**src/rtl/scope_spi_pkg.sv**
```systemverilog
// Shared definitions for the scope SPI controllers.
// State encoding and default timing.
package scope_spi_pkg;

  typedef enum logic [2:0] {
    ST_BOOT  = 3'd0,
    ST_IDLE  = 3'd1,
    ST_SETUP = 3'd2,
    ST_SHIFT = 3'd3,
    ST_HOLD  = 3'd4,
    ST_DONE  = 3'd5
  } spi_state_t;

  localparam int DEF_CLK_DIV  = 4;
  localparam int DEF_CS_SETUP = 2;
  localparam int DEF_CS_HOLD  = 2;

  function automatic int max2(input int a, input int b);
    return (a > b) ? a : b;
  endfunction

endpackage

```
**src/rtl/amp_gain_controller_if.sv**
```systemverilog
// Control-side bundle of the pre-amp gain writer.
// master = scope control logic, slave = writer.
interface amp_gain_controller_if;

  logic       req;
  logic [3:0] gain_a;
  logic [3:0] gain_b;
  logic       ack;
  logic       done;
  logic       spi_busy;
  logic [7:0] readback;

  modport master (
    output req, gain_a, gain_b,
    input  ack, done, spi_busy, readback
  );

  modport slave (
    input  req, gain_a, gain_b,
    output ack, done, spi_busy, readback
  );

endinterface

```
**src/rtl/spi_sck_gen.sv**
```systemverilog
// SCK phase/bit sequencer for one 8-bit frame.
// Counters run only while run is high.
module spi_sck_gen #(
  parameter int CLK_DIV = 4
) (
  input  logic clk,
  input  logic rst,
  input  logic run,
  output logic sck,
  output logic rise,
  output logic fall,
  output logic last
);

  localparam int PW = $clog2(2 * CLK_DIV);
  localparam logic [PW-1:0] PH_HI  = PW'(CLK_DIV);
  localparam logic [PW-1:0] PH_END = PW'(2 * CLK_DIV - 1);

  logic [PW-1:0] phase;
  logic [2:0]    bit_cnt;

  // phase wraps each bit period, bit counter steps on wrap
  always_ff @(posedge clk or negedge rst) begin
    if (!rst) begin
      phase   <= '0;
      bit_cnt <= '0;
    end else if (!run) begin
      phase   <= '0;
      bit_cnt <= '0;
    end else if (phase == PH_END) begin
      phase   <= '0;
      bit_cnt <= bit_cnt + 3'd1;
    end else begin
      phase   <= phase + 1'b1;
    end
  end

  assign sck  = run && (phase >= PH_HI);
  assign rise = run && (phase == PH_HI);
  assign fall = run && (phase == PH_END);
  assign last = fall && (bit_cnt == 3'd7);

endmodule

```
**src/rtl/amp_gain_controller.sv**
```systemverilog
// SPI gain writer for the two-channel pre-amp.
// Boots with a default write, then serves requests.
module amp_gain_controller
  import scope_spi_pkg::*;
#(
  parameter int         CLK_DIV      = DEF_CLK_DIV,
  parameter int         CS_SETUP     = DEF_CS_SETUP,
  parameter int         CS_HOLD      = DEF_CS_HOLD,
  parameter logic [7:0] GAIN_DEFAULT = 8'h11
) (
  input  logic                  clk,
  input  logic                  rst,
  amp_gain_controller_if.slave  bus,
  output logic                  AMP_CS,
  output logic                  SPI_SCK,
  output logic                  SPI_MOSI,
  input  logic                  AMP_DOUT
);

  localparam int CW = $clog2(max2(CS_SETUP, CS_HOLD) + 1);
  localparam logic [CW-1:0] SETUP_END = CW'(CS_SETUP - 1);
  localparam logic [CW-1:0] HOLD_END  = CW'(CS_HOLD - 1);

  spi_state_t state;
  spi_state_t state_nxt;

  logic [CW-1:0] cnt;
  logic [7:0]    sreg;
  logic [7:0]    rb_shift;

  logic run;
  logic sck_int;
  logic rise;
  logic fall;
  logic last;

  logic       cs_d;
  logic       sck_d;
  logic       mosi_d;
  logic       ack_d;
  logic       done_d;
  logic       busy_d;
  logic [7:0] rb_d;

  logic       ack_q;
  logic       done_q;
  logic       busy_q;
  logic [7:0] rb_q;

  assign run = (state == ST_SHIFT);

  spi_sck_gen #(
    .CLK_DIV (CLK_DIV)
  ) u_sck (
    .clk  (clk),
    .rst  (rst),
    .run  (run),
    .sck  (sck_int),
    .rise (rise),
    .fall (fall),
    .last (last)
  );

  // state register
  always_ff @(posedge clk or negedge rst) begin
    if (!rst) state <= ST_BOOT;
    else      state <= state_nxt;
  end

  // next-state decode
  always_comb begin
    state_nxt = state;
    unique case (state)
      ST_BOOT:  state_nxt = ST_SETUP;
      ST_IDLE:  if (bus.req) state_nxt = ST_SETUP;
      ST_SETUP: if (cnt == SETUP_END) state_nxt = ST_SHIFT;
      ST_SHIFT: if (last) state_nxt = ST_HOLD;
      ST_HOLD:  if (cnt == HOLD_END) state_nxt = ST_DONE;
      ST_DONE:  state_nxt = ST_IDLE;
      default:  state_nxt = ST_BOOT;
    endcase
  end

  // dwell counter, restarts on every state change
  always_ff @(posedge clk or negedge rst) begin
    if (!rst)                    cnt <= '0;
    else if (state_nxt != state) cnt <= '0;
    else                         cnt <= cnt + 1'b1;
  end

  // gain shift-out and readback shift-in
  always_ff @(posedge clk or negedge rst) begin
    if (!rst) begin
      sreg     <= '0;
      rb_shift <= '0;
    end else begin
      if (state == ST_BOOT)
        sreg <= GAIN_DEFAULT;
      else if (state == ST_IDLE && bus.req)
        sreg <= {bus.gain_b, bus.gain_a};
      else if (fall)
        sreg <= {sreg[6:0], 1'b0};
      if (rise)
        rb_shift <= {rb_shift[6:0], AMP_DOUT};
    end
  end

  // next values of the registered outputs
  always_comb begin
    cs_d   = 1'b1;
    mosi_d = 1'b0;
    done_d = 1'b0;
    rb_d   = rb_q;
    unique case (1'b1)
      (state == ST_SETUP),
      (state == ST_SHIFT),
      (state == ST_HOLD): begin
        cs_d   = 1'b0;
        mosi_d = sreg[7];
      end
      (state == ST_DONE): begin
        done_d = 1'b1;
        rb_d   = rb_shift;
      end
      default: ;
    endcase
    sck_d  = sck_int;
    ack_d  = (state == ST_IDLE) && bus.req;
    busy_d = (state != ST_IDLE) || bus.req;
  end

  // output registers, pins idle on reset
  always_ff @(posedge clk or negedge rst) begin
    if (!rst) begin
      AMP_CS   <= 1'b1;
      SPI_SCK  <= 1'b0;
      SPI_MOSI <= 1'b0;
      ack_q    <= 1'b0;
      done_q   <= 1'b0;
      busy_q   <= 1'b1;
      rb_q     <= '0;
    end else begin
      AMP_CS   <= cs_d;
      SPI_SCK  <= sck_d;
      SPI_MOSI <= mosi_d;
      ack_q    <= ack_d;
      done_q   <= done_d;
      busy_q   <= busy_d;
      rb_q     <= rb_d;
    end
  end

  assign bus.ack      = ack_q;
  assign bus.done     = done_q;
  assign bus.spi_busy = busy_q;
  assign bus.readback = rb_q;

endmodule

```
**src/flat_wrapper.sv**
```systemverilog
// flat-port wrapper written by rule: the top's interface ports become plain ports
module amp_gain_controller_flat import scope_spi_pkg::*;
#(
  parameter int         CLK_DIV      = DEF_CLK_DIV,
  parameter int         CS_SETUP     = DEF_CS_SETUP,
  parameter int         CS_HOLD      = DEF_CS_HOLD,
  parameter logic [7:0] GAIN_DEFAULT = 8'h11
)
  (clk, rst, AMP_CS, SPI_SCK, SPI_MOSI, AMP_DOUT, bus_req, bus_gain_a, bus_gain_b, bus_ack, bus_done, bus_spi_busy, bus_readback);
  amp_gain_controller_if bus_i ();
  input  logic clk;
  input  logic rst;
  output logic AMP_CS;
  output logic SPI_SCK;
  output logic SPI_MOSI;
  input  logic AMP_DOUT;
  input wire logic [$bits(bus_i.req)-1:0] bus_req;
  input wire logic [$bits(bus_i.gain_a)-1:0] bus_gain_a;
  input wire logic [$bits(bus_i.gain_b)-1:0] bus_gain_b;
  output wire logic [$bits(bus_i.ack)-1:0] bus_ack;
  output wire logic [$bits(bus_i.done)-1:0] bus_done;
  output wire logic [$bits(bus_i.spi_busy)-1:0] bus_spi_busy;
  output wire logic [$bits(bus_i.readback)-1:0] bus_readback;
  assign bus_i.req = bus_req;
  assign bus_i.gain_a = bus_gain_a;
  assign bus_i.gain_b = bus_gain_b;
  assign bus_ack = bus_i.ack;
  assign bus_done = bus_i.done;
  assign bus_spi_busy = bus_i.spi_busy;
  assign bus_readback = bus_i.readback;
  amp_gain_controller #(.CLK_DIV(CLK_DIV), .CS_SETUP(CS_SETUP), .CS_HOLD(CS_HOLD), .GAIN_DEFAULT(GAIN_DEFAULT)) u_core (.clk(clk), .rst(rst), .bus(bus_i), .AMP_CS(AMP_CS), .SPI_SCK(SPI_SCK), .SPI_MOSI(SPI_MOSI), .AMP_DOUT(AMP_DOUT));
endmodule
```
**config.mk**
```make
export PLATFORM = sky130hd
export DESIGN_NAME = amp_gain_controller_flat
export DESIGN_NICKNAME = d
export VERILOG_FILES = /design/src/rtl/scope_spi_pkg.sv /design/src/rtl/amp_gain_controller_if.sv /design/src/rtl/spi_sck_gen.sv /design/src/rtl/amp_gain_controller.sv /design/src/flat_wrapper.sv
export SDC_FILE = /design/constraint.sdc
export NUM_CORES = 1
export LEC_CHECK = 0
export BUFFER_PORTS_ARGS = -buffer_cell sky130_fd_sc_hd__buf_2
export CAP_MARGIN = 20
export CELL_PAD_IN_SITES_DETAIL_PLACEMENT = 2
export CELL_PAD_IN_SITES_GLOBAL_PLACEMENT = 2
export CORE_UTILIZATION = 37
export CTS_CLUSTER_SIZE = 24
export DETAILED_ROUTE_END_ITERATION = 10
export HOLD_SLACK_MARGIN = 0.15
export PLACE_DENSITY_LB_ADDON = 0.1
export RECOVER_POWER = 100
export SETUP_SLACK_MARGIN = 0.15
export SYNTH_ARGS = -nofsm -noshare
export SYNTH_HDL_FRONTEND = slang
export SYNTH_HIERARCHICAL = 1
export SYNTH_SLANG_ARGS = --single-unit
```
**constraint.sdc**
```tcl
create_clock -name clk -period 2.1 [get_ports clk]
set_input_delay 0.42 -clock clk [delete_from_list [all_inputs] [get_ports clk]]
set_output_delay 0.42 -clock clk [all_outputs]
set_load 0.02 [all_outputs]
```
==> results of run 1 <==
==> registers in the layout, indices dropped and copies added, names as in the netlist <==
| register | cells |
|---|---|
| u_core/bus.readback | 8 |
| u_core/sreg | 8 |
| u_core/state | 3 |
| u_core/bus.ack | 1 |
| u_core/SPI_MOSI | 1 |
| u_core/SPI_SCK | 1 |
| u_core/u_sck/phase | 3 |
| u_core/rb_shift | 8 |
| u_core/bus.spi_busy | 1 |
| u_core/bus.done | 1 |
| u_core/AMP_CS | 1 |
| u_core/u_sck/bit_cnt | 3 |
| u_core/cnt | 2 |
==> repair_timing <==
item                                   CTS  global route
setup endpoints to repair                0             2
gates resized for setup                  0             1
buffers inserted                         0             0
hold buffers                             1             0
endpoints found under the hold margin   14             0
==> path summary, 6_finish.rpt <==
| check | from | cells past startpoint | to | slack [ns] |
|---|---|---|---|---|
| worst min-delay path | AMP_DOUT | 2 | u_core/rb_shift[0] | 0.36 |
| max in group asynchronous | rst | 3 | u_core/AMP_CS | 0.46 |
| min in group asynchronous | rst | 2 | u_core/bus.readback[6] | 0.76 |
| worst max register to register | u_core/u_sck/phase[0] | 7 | u_core/cnt[0] | 0.22 |
| worst min register to register | u_core/cnt[0] | 1 | u_core/cnt[0] | 0.46 |
| worst max-delay path | u_core/u_sck/phase[0] | 7 | u_core/cnt[0] | 0.22 |
==> per-stage QoR <==
| stage | hold slack (ns) | worst slack [ns] | area, µm² | power (µW) |
|---|---|---|---|---|
| after global placement | 0.363 | 0.338 | 1980 | 851 |
| after detailed placement | 0.365 | 0.256 | 1980 | 853 |
| after CTS | 0.356 | 0.202 | 2110 | 1520 |
| after global routing | 0.349 | 0.119 | 2090 | 1560 |
| final | 0.362 | 0.217 | 2090 | 1500 |
| after floorplan | 0.124 | 0.326 | 1780 | 820 |
==> routing by layer <==
layer / GRT usage, % / routed length [µm] / vias to the layer above
met4: 7.11 / 52 / 0
met3: 3.66 / 126 / 5
met1: 20.7 / 1690 / 588
met5: 0 / 0 / -
li1: - / - / 577
met2: 29.5 / 1960 / 25
==> cells in the final DEF, fill, tap and decap left out, types with 3 or more instances in the layout <==
master	Yosys	final
dfrtp_1	39	39
nand2_1	28	28
clkbuf_1	1	16
buf_2	3	10
mux2i_1	9	9
nor2_1	8	8
mux2_2	8	8
clkbuf_8	0	6
nor2b_1	6	6
o2bb2ai_1	6	6
ha_1	6	6
buf_4	0	4
and2_0	0	4
inv_1	3	3
==> worst max-delay path, stage by stage (launching register included) <==
cell	delay (ns)
dfrtp_1	0.41
ha_1	0.22
ha_1	0.28
and3_2	0.28
nor2b_1	0.14
nor3b_1	0.06
o32a_1	0.34
nor2_1	0.09
==> area by class of cell <==
class,count,area (µm²)
tap,52,65.1
multi-input combinational,98,697
clock buffer,6,82.6
timing repair buffer,33,160
sequential,41,1030
clock inverter,2,37.5
fill,481,2420
inverter,4,15.0
==> power groups by stage <==
stage / logic [µW] / registers, µW / clock network, µW
finish: 36.6 / 799 / 663
global route: 42.1 / 800 / 713
CTS: 40.2 / 799 / 683
detailed placement: 38.5 / 815 / 0
global placement: 36.6 / 814 / 0
floorplan: 6.79 / 813 / 0
==> logic make-up (layout without fill, tap and decap cells) <==
logic type,count (synthesis),after routing
AO/OA/AOI/OAI,16,16
XOR/XNOR,1,1
adder cells (fa/ha/maj),6,6
buffers and inverters,10,45
flip-flops,41,41
multiplexers,18,18
AND/OR/NAND/NOR,57,57
==> impl_metrics.ini, run 1 <==
[grt]
antenna_found_initial = 0
grt_overflow_total = 0
grt_pass1_vias = 1316
grt_pass1_wl_um = 6540
grt_max_degree = 18
grtUsageTotal_pct = 17.1

[run]
max-cap-violations = 0

[layout]
nets = 201
diodes = 0
syn_to_final_growth_pct = 17.0
drive_gt1_share_pct = 20.7
final_cells = 236
post-route-util_pct = 46.3

[synth]
synth-compound-area-share_pct = 7.23
synth_nets = 167
yosys_warnings = 6
synth_top_area_cell = dfrtp_1
ys_ff_latch = 41
async_flop_share_pct = 100
synth_xor_area_share_pct = 0.491
ys_seq_area_share_pct = 57.7
syn_avg_cell_area_um2 = 12.0
syn_inst = 149
synthMuxAreaShare_pct = 10.9
synth_top_family_by_area = simple AND/OR/NAND/NOR gates
synth-adder-area-share_pct = 4.21
synth_area_um2 = 1780
ys_types = 34
ys_top_cells_by_area = dfrtp_1 55%, nand2_1 5.9%, mux2i_1 5.1%
yosysMostFrequentCell = dfrtp_1
ys_top_cells_by_count = 39 x dfrtp_1, 28 x nand2_1, 9 x mux2i_1
synth.top_cell.area_share_pct = 54.7
synth_ff_type = dfrtp_1
synth_simple_gate_area_share_pct = 16.3
synth_edf_count = 0

[pwr]
power_density_nw_per_um2 = 719
pwr-share-comb_pct = 2.4
peakVddDrop_uv = 444
p_leak_uw = 0.000960
netSwitchingFraction_pct = 20.2
cell_internal_pwr_uw = 1200
p_switching_uw = 303
p_clk_share_pct = 44.2
seqPwrFrac_pct = 53.3

[floorplanning]
ios = 26
dieArea_um2 = 5100
initial_utilization_pct = 39.6
rows = 24
die_x_um = 71.4
die_y_um = 71.4
core_um2 = 4500

[route]
dr.pass1.iters = 4
via_count = 1195
initialDrtViolationCount = 24
routedWlPerCell_um = 16.3
routed_via_density = 5.06
ant_nets = 0
routed_wirelength_um = 3840
drc = 0

[sta]
hold_viol = 0
setup_viol = 0
max_slew.worst_pin.slew_ns = 0.890
rsz0062_at_grt = false
fin_crit_sh_pct = 89.7
fmax_ghz = 0.531
setup_tns_ns = 0
max_slew_margin_pct = 40.7
period_minus_slack_ns = 1.88
finalMaxSlewViolations = 0
skew_ns = 0.00236

[setup_path]
worst-setup-path-type = reg2reg
crit_required_ns = 2.33
endpoint_kind = register
crit_fanout = 6
critPathLaunchType = register
critPathArrivalTime_ns = 2.11

[clock_network]
clkTransAtPathRegs_ns = 0.08
cts-root-buf = clkbuf_8
ctsHtreeMaxLevel = 2
cts_buffers = 5
cts_tree = built
clkSinkCount = 41
clock_path_buffers = 2
insertion_delay_ns = 0.29

[status]
status = finished clean

[place]
place_congestion = 0.694
dpl.hpwl_um = 2780
dp.cells = 227
port_buffers = 25

[min_path]
holdCritPathClass = in2reg
Power figures use the tool's default switching activity.
==> run 2: changes to the inputs <==
--- a/config.mk
+++ b/config.mk
@@ -12,7 +12,8 @@
 export CORE_UTILIZATION = 37
 export CTS_CLUSTER_SIZE = 24
 export DETAILED_ROUTE_END_ITERATION = 10
-export HOLD_SLACK_MARGIN = 0.15
+export HOLD_SLACK_MARGIN = 0.12
+export MAX_ROUTING_LAYER = met4
 export PLACE_DENSITY_LB_ADDON = 0.1
 export RECOVER_POWER = 100
 export SETUP_SLACK_MARGIN = 0.15
==> constraint.sdc (replaced) <==
create_clock -name clk -period 1.95 [get_ports clk]
set_input_delay 0.39 -clock clk [delete_from_list [all_inputs] [get_ports clk]]
set_output_delay 0.39 -clock clk [all_outputs]
set_load 0.02 [all_outputs]
==> impl_metrics.ini, run 2 (synthesis results as in run 1) <==
[sta]
max_slew.worst_pin.slew_ns = 1.02
setup_viol = 0
hold_viol = 0
finalMaxSlewViolations = 0
fin_crit_sh_pct = 88.3
fmax_ghz = 0.581
period_minus_slack_ns = 1.72
setup_tns_ns = 0
rsz0062_at_grt = false
skew_ns = 0.00601
max_slew_margin_pct = 31.7

[layout]
nets = 202
diodes = 0
mostFrequentLayoutCells = 39 x dfrtp_1, 28 x nand2_1, 16 x clkbuf_1, 11 x buf_2, 9 x mux2i_1
drive_gt1_share_pct = 20.5
syn_to_final_growth_pct = 17.0
final_common_cell = dfrtp_1

[min_path]
holdCritPathClass = in2reg
hp-start = AMP_DOUT
min_to = u_core/rb_shift[0]
whs_path_depth = 2

[clock_network]
cts_tree = built
clock_path_buffers = 2
ctsHtreeMaxLevel = 2
insertion_delay_ns = 0.30
cts_buffers = 5
cts-root-buf = clkbuf_8
clkTransAtPathRegs_ns = 0.08
clkSinkCount = 41
cts_hold_buf = 0

[place]
place_congestion = 0.726
dpl.hpwl_um = 2760
port_buffers = 25

[pwr]
power_density_nw_per_um2 = 774
peakVddDrop_uv = 430
seqPwrFrac_pct = 53.3
netSwitchingFraction_pct = 20.3
p_clk_share_pct = 44.3
total_power_uw = 1610
pwr-share-comb_pct = 2.3
cell_internal_pwr_uw = 1290
p_leak_uw = 0.000965
p_switching_uw = 328

[floorplanning]
dieArea_um2 = 5100
initial_utilization_pct = 39.6
die_x_um = 71.4
die_y_um = 71.4
core_um2 = 4500
ios = 26
rows = 24

[route]
routed_wirelength_um = 3850
routedWlPerCell_um = 16.2
initialDrtViolationCount = 59
dr.pass1.iters = 4
ant_nets = 0
routed_via_density = 5.13
drc = 0
via_count = 1216

[setup_path]
worst-r2r-setup-slack_ns = 0.23
critPathArrivalTime_ns = 1.95
endpoint_kind = register
crit_required_ns = 2.18
crit_fanout = 4
worst-setup-path-type = reg2reg
critPathLaunchType = register
r2r-start = u_core/u_sck/phase[0]
worstRegToRegCells = 7
timing.rr.end = u_core/cnt[1]

[run]
max-cap-violations = 0

[grt]
grt_max_degree = 42
antenna_found_initial = 0
grt_pass1_vias = 1357
grt_overflow_total = 0
grtUsageTotal_pct = 17.6
grt_pass1_wl_um = 6570

[status]
status = finished clean
==> run 2: cell count changes in the layout (fill, tap and decap cells not counted), sizes merged <==
cell | previous run | this run
clkbuf | 24 | 23
dlygate4sd3 | 1 | 0
buf | 14 | 17
==> run 2: final cells by class <==
| class | instances | area (µm²) |
|---|---|---|
| Fill cell | 482 | 2420 |
| Sequential cell | 41 | 1030 |
| Multi-Input combinational cell | 98 | 692 |
| Timing Repair Buffer | 34 | 165 |
| Clock buffer | 6 | 82.6 |
| Tap cell | 52 | 65.1 |
| Clock inverter | 2 | 37.5 |
| Inverter | 4 | 15.0 |
==> run 2: layer usage <==
metal	track usage, %	wire length (µm)
met3	3.80	129
met5	-	0
met4	6.67	48
met2	30.3	1960
met1	20.1	1710
==> run 2: critical path: stages (launching register included) <==
cell     delay, ns
dfrtp_1       0.40
ha_1          0.21
ha_1          0.20
and3_1        0.23
nor2b_1       0.12
nor3b_1       0.06
o32a_1        0.34
nor2_1        0.10
==> run 2: metrics by stage <==
stage / util (%) / cells / area (µm²) / hold WS (ns) / worst slack (ns)
after global placement: 44.2 / 228 / 1990 / 0.421 / 0.285
final: 46.3 / 237 / 2090 / 0.326 / 0.228
after floorplan: - / 149 / 1780 / 0.0944 / 0.176
after global routing: 46.3 / 237 / 2090 / 0.339 / 0.0981
after detailed placement: 44.2 / 228 / 1990 / 0.441 / 0.228
after CTS: 46.9 / 236 / 2110 / 0.165 / 0.206
==> run 2: power groups by stage <==
stage / combinational (µW) / sequential [µW] / clock (µW)
2_1_floorplan: 7.31 / 876 / 0
3_3_place_gp: 37.8 / 877 / 0
3_5_place_dp: 40.1 / 878 / 0
4_1_cts: 40.3 / 861 / 743
5_1_grt: 42.8 / 862 / 764
6_report: 37.7 / 861 / 716
==> run 2: worst max-delay path by stage <==
| stage | cells after the start | slack, ns | start | endpoint |
|---|---|---|---|---|
| 4_1_cts | 7 | 0.21 | u_core/u_sck/phase[0] | u_core/cnt[1] |
| 5_1_grt | 7 | 0.1 | u_core/u_sck/phase[0] | u_core/cnt[1] |
| 3_5_place_dp | 7 | 0.23 | u_core/u_sck/phase[0] | u_core/cnt[1] |
| 3_3_place_gp | 7 | 0.29 | u_core/u_sck/phase[0] | u_core/cnt[1] |
| 6_report | 7 | 0.23 | u_core/u_sck/phase[0] | u_core/cnt[1] |
| 2_1_floorplan | 5 | 0.18 | u_core/state[2] | u_core/rb_shift[0] |
==> run 2: what timing repair did <==
| action | 4_1_cts | 5_1_grt |
|---|---|---|
| setup endpoints to repair | 0 | 2 |
| buffers inserted | 0 | 1 |
| resized for setup | 0 | 1 |
==> run 3: changes to the inputs <==
--- a/config.mk
+++ b/config.mk
@@ -14,7 +14,7 @@
 export DETAILED_ROUTE_END_ITERATION = 10
 export HOLD_SLACK_MARGIN = 0.12
 export MAX_ROUTING_LAYER = met4
-export PLACE_DENSITY_LB_ADDON = 0.1
+export PLACE_DENSITY = 0.82
 export RECOVER_POWER = 100
 export SETUP_SLACK_MARGIN = 0.15
 export SYNTH_ARGS = -nofsm -noshare
==> impl_metrics.ini, run 3 (synthesis results as in run 1) <==
[status]
status = finished clean

[sta]
skew_ns = 0.00693
rsz0062_at_grt = false
fin_crit_sh_pct = 89.7
setup_viol = 0
finalMaxSlewViolations = 0
period_minus_slack_ns = 1.75
setup_tns_ns = 0
max_slew_margin_pct = 24.0
max_slew.worst_pin.slew_ns = 1.14
hold_viol = 0
fmax_ghz = 0.572

[place]
port_buffers = 25
dpl.hpwl_um = 2820
place_congestion = 0.786
dp.cells = 228

[pwr]
power_density_nw_per_um2 = 714
p_leak_uw = 0.000954
peakVddDrop_uv = 331

[floorplanning]
ios = 26
die_y_um = 71.4
core_um2 = 4500
initial_utilization_pct = 39.6
die_x_um = 71.4
dieArea_um2 = 5100
rows = 24

[grt]
grtUsageTotal_pct = 18.1
grt_overflow_total = 0
grt_pass1_wl_um = 6800
grt_max_degree = 24
grt_pass1_vias = 1388
antenna_found_initial = 0

[setup_path]
endpoint_kind = register
critPathArrivalTime_ns = 1.93
worstRegToRegCells = 4
cp_cell_sequence = clkbuf_1, and4bb_1, mux2_4, o32a_1
crit_cells = 4
path_buf_inv = 1
slowest_stage = clkbuf_1
worst-setup-path-type = reg2reg
critPathTopFamily = buffers and inverters
crit_path_max_incr_delay_ns = 0.49
crit_fanout = 12
critPathLaunchType = register
crit_required_ns = 2.13

[clock_network]
clock_path_buffers = 2
cts-root-buf = clkbuf_8
cts_buffers = 5
insertion_delay_ns = 0.30
cts_tree = built
clkTransAtPathRegs_ns = 0.08
clkSinkCount = 41
ctsHtreeMaxLevel = 2

[route]
ant_nets = 0
via_count = 1223
dr.pass1.iters = 3
routed_via_density = 5.14
drc = 0
routed_wirelength_um = 3910
routedWlPerCell_um = 16.4
initialDrtViolationCount = 20

[layout]
drive_gt1_share_pct = 19.9
ff_latch_area_um2 = 1030
multi_input_area_um2 = 697
diodes = 0
nets = 203
final_cells = 238
final_common_cell = dfrtp_1
n_fill_cell = 469
syn_to_final_growth_pct = 16.9
mostFrequentLayoutCells = 39 x dfrtp_1, 28 x nand2_1, 19 x clkbuf_1, 10 x buf_2, 9 x mux2i_1

[run]
max-cap-violations = 0

[min_path]
whs_path_depth = 2
holdCritPathClass = in2reg
-- run 3: cell types whose count changed in the layout (fill, tap and decap cells not counted), sizes merged --
cell / before / now
buf: 17 / 16
dlygate4sd3: 0 / 1
clkbuf: 23 / 25
bufinv: 1 / 0
-- run 3: area by class of cell --
cell class / count / share of cell area, %
multi-input cells: 98 / 33.4
clock buffers: 7 / 4.14
inverters: 4 / 0.720
repair buffers: 35 / 8.88
flip-flops and latches: 41 / 49.3
clock inverters: 1 / 0.360
well taps: 52 / 3.12
-- run 3: power breakdown --
part / switching (µW) / total (µW) / internal [µW]
Sequential: 5.03 / 861 / 856
Combinational: 24.4 / 42.9 / 18.4
Clock: 296 / 584 / 288
-- run 3: per-layer routing --
layer / GRT usage [%] / vias up / share of wire [%] / wire [µm]
met1: 20.9 / 619 / 44 / 1740
met3: 4.78 / 6 / 3.2 / 124
met4: 6.00 / 0 / 1.5 / 57
li1: - / 577 / - / -
met5: - / - / 0 / 0
met2: 30.7 / 21 / 51 / 1990
-- run 3: metrics by stage --
stage	hold WS, ns	worst slack, ns	area [µm²]	power, µW	util, %
global route	0.308	0.125	2080	1530	46.3
floorplan	0.0944	0.176	1780	883	-
detailed placement	0.373	0.211	2000	921	44.5
CTS	0.310	0.181	2110	1510	46.8
global placement	0.368	0.299	2000	918	44.5
finish	0.315	0.201	2080	1490	46.3
-- run 3: repair_timing --
item,4_1_cts,5_1_grt
hold buffers,1,0
gates resized for setup,0,2
hold endpoints to repair,17,0
endpoints found under the setup margin,0,2
buffers inserted,0,1
-- run 3: path summary, 6_finish.rpt --
path	slack [ns]	start	endpoint
max reg2reg	0.20	u_core/state[2]	u_core/sreg[4]
min	0.32	AMP_DOUT	u_core/rb_shift[0]
max in group asynchronous	0.35	rst	u_core/AMP_CS
min reg2reg	0.44	u_core/cnt[0]	u_core/cnt[0]
min in group asynchronous	0.83	rst	u_core/state[0]
max	0.20	u_core/state[2]	u_core/sreg[4]
